<file path="src/rtl/writeback_arbiter_pkg.sv">
// Shared types and constants for the register-file write-back path.
// Pure declarations; no timing or flow control of its own.
package wb_pkg;
    localparam int REG_ADDR_W = 5;
    localparam int NUM_REGS   = 32;
    localparam int DATA_W     = 32;
    localparam logic [REG_ADDR_W-1:0] ZERO_REG = '0;

    typedef struct packed {
        logic [REG_ADDR_W-1:0] rd;
        logic [DATA_W-1:0]     data;
    } wb_entry_t;

    function automatic logic [NUM_REGS-1:0] reg_bit(input logic [REG_ADDR_W-1:0] rd);
        return NUM_REGS'(1) << rd;
    endfunction

    function automatic logic is_writable(input logic [REG_ADDR_W-1:0] rd);
        return rd != ZERO_REG;
    endfunction
endpackage

</file>
<file path="src/rtl/writeback_arbiter_if.sv">
// Bundle of ALU, load request/response, decode-query and register-file write signals.
// master = pipeline side, slave = write-back arbiter; forwarding taps exist only with WB_BYPASS_EN.
interface writeback_arbiter_if import wb_pkg::*; #(parameter int width = 32);
    logic                  alu_valid;
    logic [REG_ADDR_W-1:0] alu_rd;
    logic [width-1:0]      alu_data;
    logic                  alu_ready;
    logic                  mem_req_valid;
    logic [REG_ADDR_W-1:0] mem_req_rd;
    logic                  mem_req_ready;
    logic                  mem_resp_valid;
    logic [width-1:0]      mem_resp_data;
    logic [REG_ADDR_W-1:0] Rs_addr;
    logic [REG_ADDR_W-1:0] Rt_addr;
    logic                  busy_rs;
    logic                  busy_rt;
    logic                  we;
    logic [REG_ADDR_W-1:0] Rd_addr;
    logic [width-1:0]      Rd_data;
`ifdef WB_BYPASS_EN
    logic                  fwd_rs;
    logic                  fwd_rt;
    logic [width-1:0]      fwd_data;
`endif

    modport master (
        output alu_valid, alu_rd, alu_data, mem_req_valid, mem_req_rd,
               mem_resp_valid, mem_resp_data, Rs_addr, Rt_addr,
        input  alu_ready, mem_req_ready, busy_rs, busy_rt, we, Rd_addr, Rd_data
`ifdef WB_BYPASS_EN
        , input fwd_rs, fwd_rt, fwd_data
`endif
    );

    modport slave (
        input  alu_valid, alu_rd, alu_data, mem_req_valid, mem_req_rd,
               mem_resp_valid, mem_resp_data, Rs_addr, Rt_addr,
        output alu_ready, mem_req_ready, busy_rs, busy_rt, we, Rd_addr, Rd_data
`ifdef WB_BYPASS_EN
        , output fwd_rs, fwd_rt, fwd_data
`endif
    );
endinterface

</file>
<file path="src/rtl/writeback_arbiter_load_tag_fifo.sv">
// In-order queue of outstanding load destination tags; pop data is combinational from the head.
// Caller qualifies push/pop; a push while full is legal only together with a pop.
module load_tag_fifo #(
    parameter int DEPTH = 4,
    parameter int W     = 5
) (
    input  logic         clk,
    input  logic         rst,
    input  logic         push,
    input  logic [W-1:0] push_dat,
    input  logic         pop,
    output logic [W-1:0] pop_dat,
    output logic         full,
    output logic         empty
);
    localparam int AW = $clog2(DEPTH);

    logic [W-1:0] mem [DEPTH];
    logic [AW:0]  wr_ptr;
    logic [AW:0]  rd_ptr;

    // Extra pointer MSB distinguishes full from empty when the indices meet.
    assign empty   = (wr_ptr == rd_ptr);
    assign full    = (wr_ptr[AW] != rd_ptr[AW]) && (wr_ptr[AW-1:0] == rd_ptr[AW-1:0]);
    assign pop_dat = mem[rd_ptr[AW-1:0]];

    always_ff @(posedge clk or posedge rst) begin
        if (rst) begin
            wr_ptr <= '0;
            rd_ptr <= '0;
        end else begin
            if (push) wr_ptr <= wr_ptr + 1'b1;
            if (pop)  rd_ptr <= rd_ptr + 1'b1;
        end
    end

    always_ff @(posedge clk) begin
        if (push) mem[wr_ptr[AW-1:0]] <= push_dat;
    end
endmodule

</file>
<file path="src/rtl/writeback_arbiter.sv">
// Merges ALU results and in-order load returns into one registered write port (1 cycle, loads first).
// ALU stalls only while its one-entry skid is occupied; load issue stalls when the tag queue is full. Option: WB_BYPASS_EN.
module writeback_arbiter import wb_pkg::*; #(
    parameter int width    = 32,
    parameter int LQ_DEPTH = 4
) (
    input  logic             clk,
    input  logic             rst,
    writeback_arbiter_if.slave wb
);
    logic                  lq_full;
    logic                  lq_empty;
    logic                  lq_push;
    logic                  lq_pop;
    logic [REG_ADDR_W-1:0] lq_tag;

    logic [NUM_REGS-1:0]   pend;
    logic [NUM_REGS-1:0]   set_mask;
    logic [NUM_REGS-1:0]   clr_mask;

    wb_entry_t             alu_entry;
    wb_entry_t             load_entry;
    wb_entry_t             sel;
    wb_entry_t             skid_q;
    wb_entry_t             skid_d;
    logic                  skid_full_q;
    logic                  skid_full_d;
    logic                  sel_vld;
    logic                  alu_acc;

    logic                  we_q;
    logic [REG_ADDR_W-1:0] rd_addr_q;
    logic [width-1:0]      rd_data_q;

    // A request that arrives while full is still taken when the head pops in the same cycle.
    assign lq_pop            = wb.mem_resp_valid & ~lq_empty;
    assign lq_push           = wb.mem_req_valid & (~lq_full | lq_pop);
    assign wb.mem_req_ready  = ~lq_full;

    load_tag_fifo #(
        .DEPTH (LQ_DEPTH),
        .W     (REG_ADDR_W)
    ) u_lq (
        .clk      (clk),
        .rst      (rst),
        .push     (lq_push),
        .push_dat (wb.mem_req_rd),
        .pop      (lq_pop),
        .pop_dat  (lq_tag),
        .full     (lq_full),
        .empty    (lq_empty)
    );

    always_comb begin
        set_mask = '0;
        clr_mask = '0;
        if (lq_push && is_writable(wb.mem_req_rd)) set_mask = reg_bit(wb.mem_req_rd);
        if (lq_pop)                                clr_mask = reg_bit(lq_tag);
    end

    always_ff @(posedge clk or posedge rst) begin
        if (rst) pend <= '0;
        else     pend <= (pend & ~clr_mask) | set_mask;
    end

    assign wb.alu_ready = ~skid_full_q;
    assign alu_acc      = wb.alu_valid & ~skid_full_q;

    always_comb begin
        alu_entry.rd    = wb.alu_rd;
        alu_entry.data  = DATA_W'(wb.alu_data);
        load_entry.rd   = lq_tag;
        load_entry.data = DATA_W'(wb.mem_resp_data);
    end

    always_comb begin
        sel_vld     = 1'b0;
        sel         = '0;
        skid_full_d = skid_full_q;
        skid_d      = skid_q;
        if (lq_pop) begin
            sel_vld = 1'b1;
            sel     = load_entry;
            // Skid is known empty here because alu_acc requires it.
            if (alu_acc) begin
                skid_full_d = 1'b1;
                skid_d      = alu_entry;
            end
        end else if (skid_full_q) begin
            sel_vld     = 1'b1;
            sel         = skid_q;
            skid_full_d = 1'b0;
        end else if (alu_acc) begin
            sel_vld = 1'b1;
            sel     = alu_entry;
        end
    end

    always_ff @(posedge clk or posedge rst) begin
        if (rst) begin
            skid_full_q <= 1'b0;
            skid_q      <= '0;
        end else begin
            skid_full_q <= skid_full_d;
            skid_q      <= skid_d;
        end
    end

    always_ff @(posedge clk or posedge rst) begin
        if (rst) begin
            we_q      <= 1'b0;
            rd_addr_q <= '0;
            rd_data_q <= '0;
        end else if (sel_vld && is_writable(sel.rd)) begin
            we_q      <= 1'b1;
            rd_addr_q <= sel.rd;
            rd_data_q <= width'(sel.data);
        end else begin
            we_q      <= 1'b0;
        end
    end

    assign wb.we      = we_q;
    assign wb.Rd_addr = rd_addr_q;
    assign wb.Rd_data = rd_data_q;

`ifdef WB_BYPASS_EN
    // Data for a matching popped tag is already on its way, so decode need not wait for the pend bit.
    assign wb.busy_rs  = pend[wb.Rs_addr] & ~(lq_pop & (lq_tag == wb.Rs_addr));
    assign wb.busy_rt  = pend[wb.Rt_addr] & ~(lq_pop & (lq_tag == wb.Rt_addr));
    assign wb.fwd_rs   = we_q & (rd_addr_q == wb.Rs_addr);
    assign wb.fwd_rt   = we_q & (rd_addr_q == wb.Rt_addr);
    assign wb.fwd_data = rd_data_q;
`else
    assign wb.busy_rs  = pend[wb.Rs_addr];
    assign wb.busy_rt  = pend[wb.Rt_addr];
`endif
endmodule

</file>
<file path="src/flat_wrapper.sv">
// flat-port wrapper written by rule: the top's interface ports become plain ports
module writeback_arbiter_flat import wb_pkg::*;
#(
    parameter int width    = 32,
    parameter int LQ_DEPTH = 4
)
  (clk, rst, wb_alu_valid, wb_alu_rd, wb_alu_data, wb_mem_req_valid, wb_mem_req_rd, wb_mem_resp_valid, wb_mem_resp_data, wb_Rs_addr, wb_Rt_addr, wb_alu_ready, wb_mem_req_ready, wb_busy_rs, wb_busy_rt, wb_we, wb_Rd_addr, wb_Rd_data);
  writeback_arbiter_if #(.width(width)) wb_i ();
  input  logic clk;
  input  logic rst;
  input wire logic [$bits(wb_i.alu_valid)-1:0] wb_alu_valid;
  input wire logic [$bits(wb_i.alu_rd)-1:0] wb_alu_rd;
  input wire logic [$bits(wb_i.alu_data)-1:0] wb_alu_data;
  input wire logic [$bits(wb_i.mem_req_valid)-1:0] wb_mem_req_valid;
  input wire logic [$bits(wb_i.mem_req_rd)-1:0] wb_mem_req_rd;
  input wire logic [$bits(wb_i.mem_resp_valid)-1:0] wb_mem_resp_valid;
  input wire logic [$bits(wb_i.mem_resp_data)-1:0] wb_mem_resp_data;
  input wire logic [$bits(wb_i.Rs_addr)-1:0] wb_Rs_addr;
  input wire logic [$bits(wb_i.Rt_addr)-1:0] wb_Rt_addr;
  output wire logic [$bits(wb_i.alu_ready)-1:0] wb_alu_ready;
  output wire logic [$bits(wb_i.mem_req_ready)-1:0] wb_mem_req_ready;
  output wire logic [$bits(wb_i.busy_rs)-1:0] wb_busy_rs;
  output wire logic [$bits(wb_i.busy_rt)-1:0] wb_busy_rt;
  output wire logic [$bits(wb_i.we)-1:0] wb_we;
  output wire logic [$bits(wb_i.Rd_addr)-1:0] wb_Rd_addr;
  output wire logic [$bits(wb_i.Rd_data)-1:0] wb_Rd_data;
  assign wb_i.alu_valid = wb_alu_valid;
  assign wb_i.alu_rd = wb_alu_rd;
  assign wb_i.alu_data = wb_alu_data;
  assign wb_i.mem_req_valid = wb_mem_req_valid;
  assign wb_i.mem_req_rd = wb_mem_req_rd;
  assign wb_i.mem_resp_valid = wb_mem_resp_valid;
  assign wb_i.mem_resp_data = wb_mem_resp_data;
  assign wb_i.Rs_addr = wb_Rs_addr;
  assign wb_i.Rt_addr = wb_Rt_addr;
  assign wb_alu_ready = wb_i.alu_ready;
  assign wb_mem_req_ready = wb_i.mem_req_ready;
  assign wb_busy_rs = wb_i.busy_rs;
  assign wb_busy_rt = wb_i.busy_rt;
  assign wb_we = wb_i.we;
  assign wb_Rd_addr = wb_i.Rd_addr;
  assign wb_Rd_data = wb_i.Rd_data;
  writeback_arbiter #(.width(width), .LQ_DEPTH(LQ_DEPTH)) u_core (.clk(clk), .rst(rst), .wb(wb_i));
endmodule
</file>
<file path="config.mk">
export PLATFORM = sky130hd
export DESIGN_NAME = writeback_arbiter_flat
export DESIGN_NICKNAME = d
export VERILOG_FILES = /design/src/rtl/writeback_arbiter_pkg.sv /design/src/rtl/writeback_arbiter_if.sv /design/src/rtl/writeback_arbiter_load_tag_fifo.sv /design/src/rtl/writeback_arbiter.sv /design/src/flat_wrapper.sv
export SDC_FILE = /design/constraint.sdc
export NUM_CORES = 1
export LEC_CHECK = 0
export ABC_AREA = 1
export ABC_CLOCK_PERIOD_IN_PS = 6600
export CORE_MARGIN = 2
export CORE_UTILIZATION = 53
export CTS_CLUSTER_SIZE = 10
export DETAILED_ROUTE_END_ITERATION = 10
export PLACE_DENSITY = 0.82
export SYNTH_ARGS = -nofsm -noshare
export SYNTH_HDL_FRONTEND = slang
export SYNTH_SLANG_ARGS = --single-unit
export TNS_END_PERCENT = 1
</file>
<file path="constraint.sdc">
create_clock -name clk -period 6.6 [get_ports clk]
set_clock_uncertainty 0.05 [all_clocks]
set_input_delay 1.32 -clock clk [delete_from_list [all_inputs] [get_ports clk]]
set_output_delay 1.32 -clock clk [all_outputs]
set_load 0.02 [all_outputs]
</file>
==> results.yml <==
synthesis:
  ys_types: 37
  yosysWarningCount: 0
  seq_area_frac_synth: 0.462
  avgSynthCellArea_um2: 7.61
  syn_area_mm2: 0.00747
  synthesis.nets: 1076
  synthCells: 982
  synth_seq_cells: 134
critical_path:
  r2r_slack_ps: 2990
  crit_type: "input pin to output port"
  crit_path_max_fanout: 20
  critPathRequiredTime_ps: 5230
  start_kind: "input pin"
  r2r_end: "u_core.wb.Rd_data[26]"
  rr_worst_depth: 11
  rr_startpoint: "u_core.u_lq.rd_ptr[0]"
  cp-end-kind: "output port"
  worstPathArrival_ps: 3720
final_layout:
  seqCellArea_mm2: 0.00345
  n_antenna_cell: 0
  areaGrowthSynthToFinish_pct: 25.0
  fill_cells: 1143
  final_util: 0.675
  drive_gt1_frac: 0.0613
  multi_input_area_mm2: 0.00329
  nets: 1174
min_path:
  hold_path.startpoint: "u_core.skid_q[22]"
  hold_class: "flip-flop to flip-flop"
  worstHoldPathCells: 2
  holdPathEnd: "u_core.skid_q[22]"
drt:
  dr_total_vias: 7033
  drt_first_iter_violations: 736
  via_per_inst: 5.52
  firstDrtPassIters: 6
  wl_per_cell_um: 16.1
  ant_nets: 0
  finalWirelength_mm: 20.5
  drc_errors: 0
timing:
  hold_ws_ps: 439
  finalSetupViolCount: 0
  finalCritPeriodShare: 0.772
  hold_viol_final: 0
  tightest_slew_ps: 808
  grt_setup_unrepaired: "no"
  period_minus_slack_ps: 5090
  slew_viol_final: 0
  relSlewSlack: 0.461
  max_freq_ghz: 0.196
  fin_tns_setup_ps: 0
place:
  numPortBuffers: 130
  gp_congestion: 0.901
  hpwl_mm: 13.3
clock_network:
  ctsRootBufferMaster: "clkbuf_16"
  clock_latency_ps: 420
  holdBufCountCts: 0
  cts_made_buffers: 17
  cts_resized: 0
  cts_tree: "done"
  cts_buffer_depth: 2
  clock-sinks: 134
  clkTransAtPathRegs_ps: 50
  h-tree-depth: 4
  post-cts-setup-buffer-count: 0
global_route:
  antenna_found_initial: 0
  track_usage: 0.282
  grt_overflow_total: 0
  grt_max_degree: 75
  grt_pass1_wl_mm: 32.8
  grt_pass1_vias: 6429
floorplanning:
  io-pin-count: 131
  initial_core_util: 0.540
  die_h_um: 123
  core_area_mm2: 0.0138
  die_area_mm2: 0.0151
  num_rows: 43
  die_w_um: 123
power_and_ir_drop:
  p_leak_nw: 4.33
  p_per_area_mw_per_mm2: 440
  vdd_ir_drop_max_mv: 0.261
run:
  maxCapViolations: 0
run_status:
  run_status: "finished, final reports clean"
-- cells in the mapped netlist, drive strengths merged --
library cell,count,area share
xor2,4,0.0047
nor4,1,0.00084
nand2,304,0.16
o211ai,1,0.0010
dfrtp,114,0.38
nand3,95,0.069
nor2,42,0.024
a21oi,18,0.012
a21boi,1,0.0010
clkinv,1,0.00050
o22ai,4,0.0033
buf,31,0.029
a211oi,1,0.0010
a32oi,3,0.0035
o21a,1,0.0010
ha,5,0.0084
inv,111,0.056
nor3,2,0.0013
edfxtp,20,0.080
o21ai,154,0.10
nand4,3,0.0025
clkbuf,25,0.013
o221ai,3,0.0035
o21bai,38,0.040
-- worst max-delay path by stage --
| stage | from | slack (ps) | cells past startpoint | endpoint |
|---|---|---|---|---|
| final | wb_Rt_addr[0] | 1510 | 11 | wb_busy_rt |
| after global placement | wb_Rt_addr[0] | 1530 | 11 | wb_busy_rt |
| after floorplan | rst | 2210 | 1 | u_core.pend[0] |
| after CTS | wb_Rs_addr[0] | 1530 | 11 | wb_busy_rs |
| after detailed placement | wb_Rs_addr[0] | 1540 | 11 | wb_busy_rs |
| after global routing | wb_Rt_addr[0] | 1220 | 11 | wb_busy_rt |
-- flip-flops by register name (all words and copies together), names as in the netlist --
name and flops:
u_core.u_lq.rd_ptr 3, u_core.wb.Rd_data 32, u_core.u_lq.wr_ptr 3, u_core.skid_q 37, u_core.u_lq.mem 20, u_core.wb.Rd_addr 5
u_core.pend 32, u_core.wb.we 1, u_core.skid_full_q 1
-- stage by stage --
stage	cell area (um^2)	total power, W	std cells	setup WS [ps]
5_1_grt	9340	0.00437	1273	1220
3_5_place_dp	8730	0.00310	1241	1540
4_1_cts	9340	0.00410	1273	1530
3_3_place_gp	8730	0.00305	1241	1530
6_report	9340	0.00411	1273	1510
2_1_floorplan	7470	0.00255	982	2210
-- layout make-up --
class	count	share of cell area
flip-flops and latches	134	0.370
multi-input cells	680	0.352
inverters	112	0.0453
clock inverters	14	0.0197
clock buffers	18	0.0460
repair buffers	135	0.143
well taps	180	0.0241
-- metal layers --
layer / global-route usage / up-vias / part of all wire
met5: 0 / - / 0
met4: 0.0999 / 0 / 0.024
met3: 0.0637 / 38 / 0.095
met2: 0.433 / 335 / 0.46
met1: 0.395 / 3283 / 0.42
li1: - / 3377 / -
-- power breakdown --
group | leakage, nW | internal (W) | switching, W | total, W
Clock | 0.293 | 0.000628 | 0.000351 | 0.000979
Sequential | 1.59 | 0.00119 | 0.000276 | 0.00147
Combinational | 2.45 | 0.000589 | 0.00107 | 0.00166
Total | 4.33 | 0.00241 | 0.00170 | 0.00411
-- cells in the final DEF, fill, tap and decap left out, types with 17 or more instances in the layout --
cell type        instances
a21oi_1                 18
clkbuf_16               17
clkdlybuf4s50_1        129
dfrtp_1                114
edfxtp_1                20
inv_1                  103
nand2_1                293
nand3_1                 90
nor2_1                  40
o21ai_0                151
o21bai_1                35
-- critical path, stage by stage --
cell and delay, ps:
clkdlybuf4s50_1 720, inv_1 450, nand2_1 90, nand3_1 80, nand2_1 60, a21boi_0 140
o21ai_0 100, nand2_1 70, nand2_1 50, nand2_1 50, clkdlybuf4s50_1 590
-- logic make-up after synthesis --
family | Yosys count | share of synthesized area
buf+inv | 168 | 0.0975
compound gates | 224 | 0.170
xor+xnor | 4 | 0.00469
simple gates | 447 | 0.257
flops | 134 | 0.462
fa+ha+maj | 5 | 0.00837
Note: power is estimated with default switching activity, not from simulation.
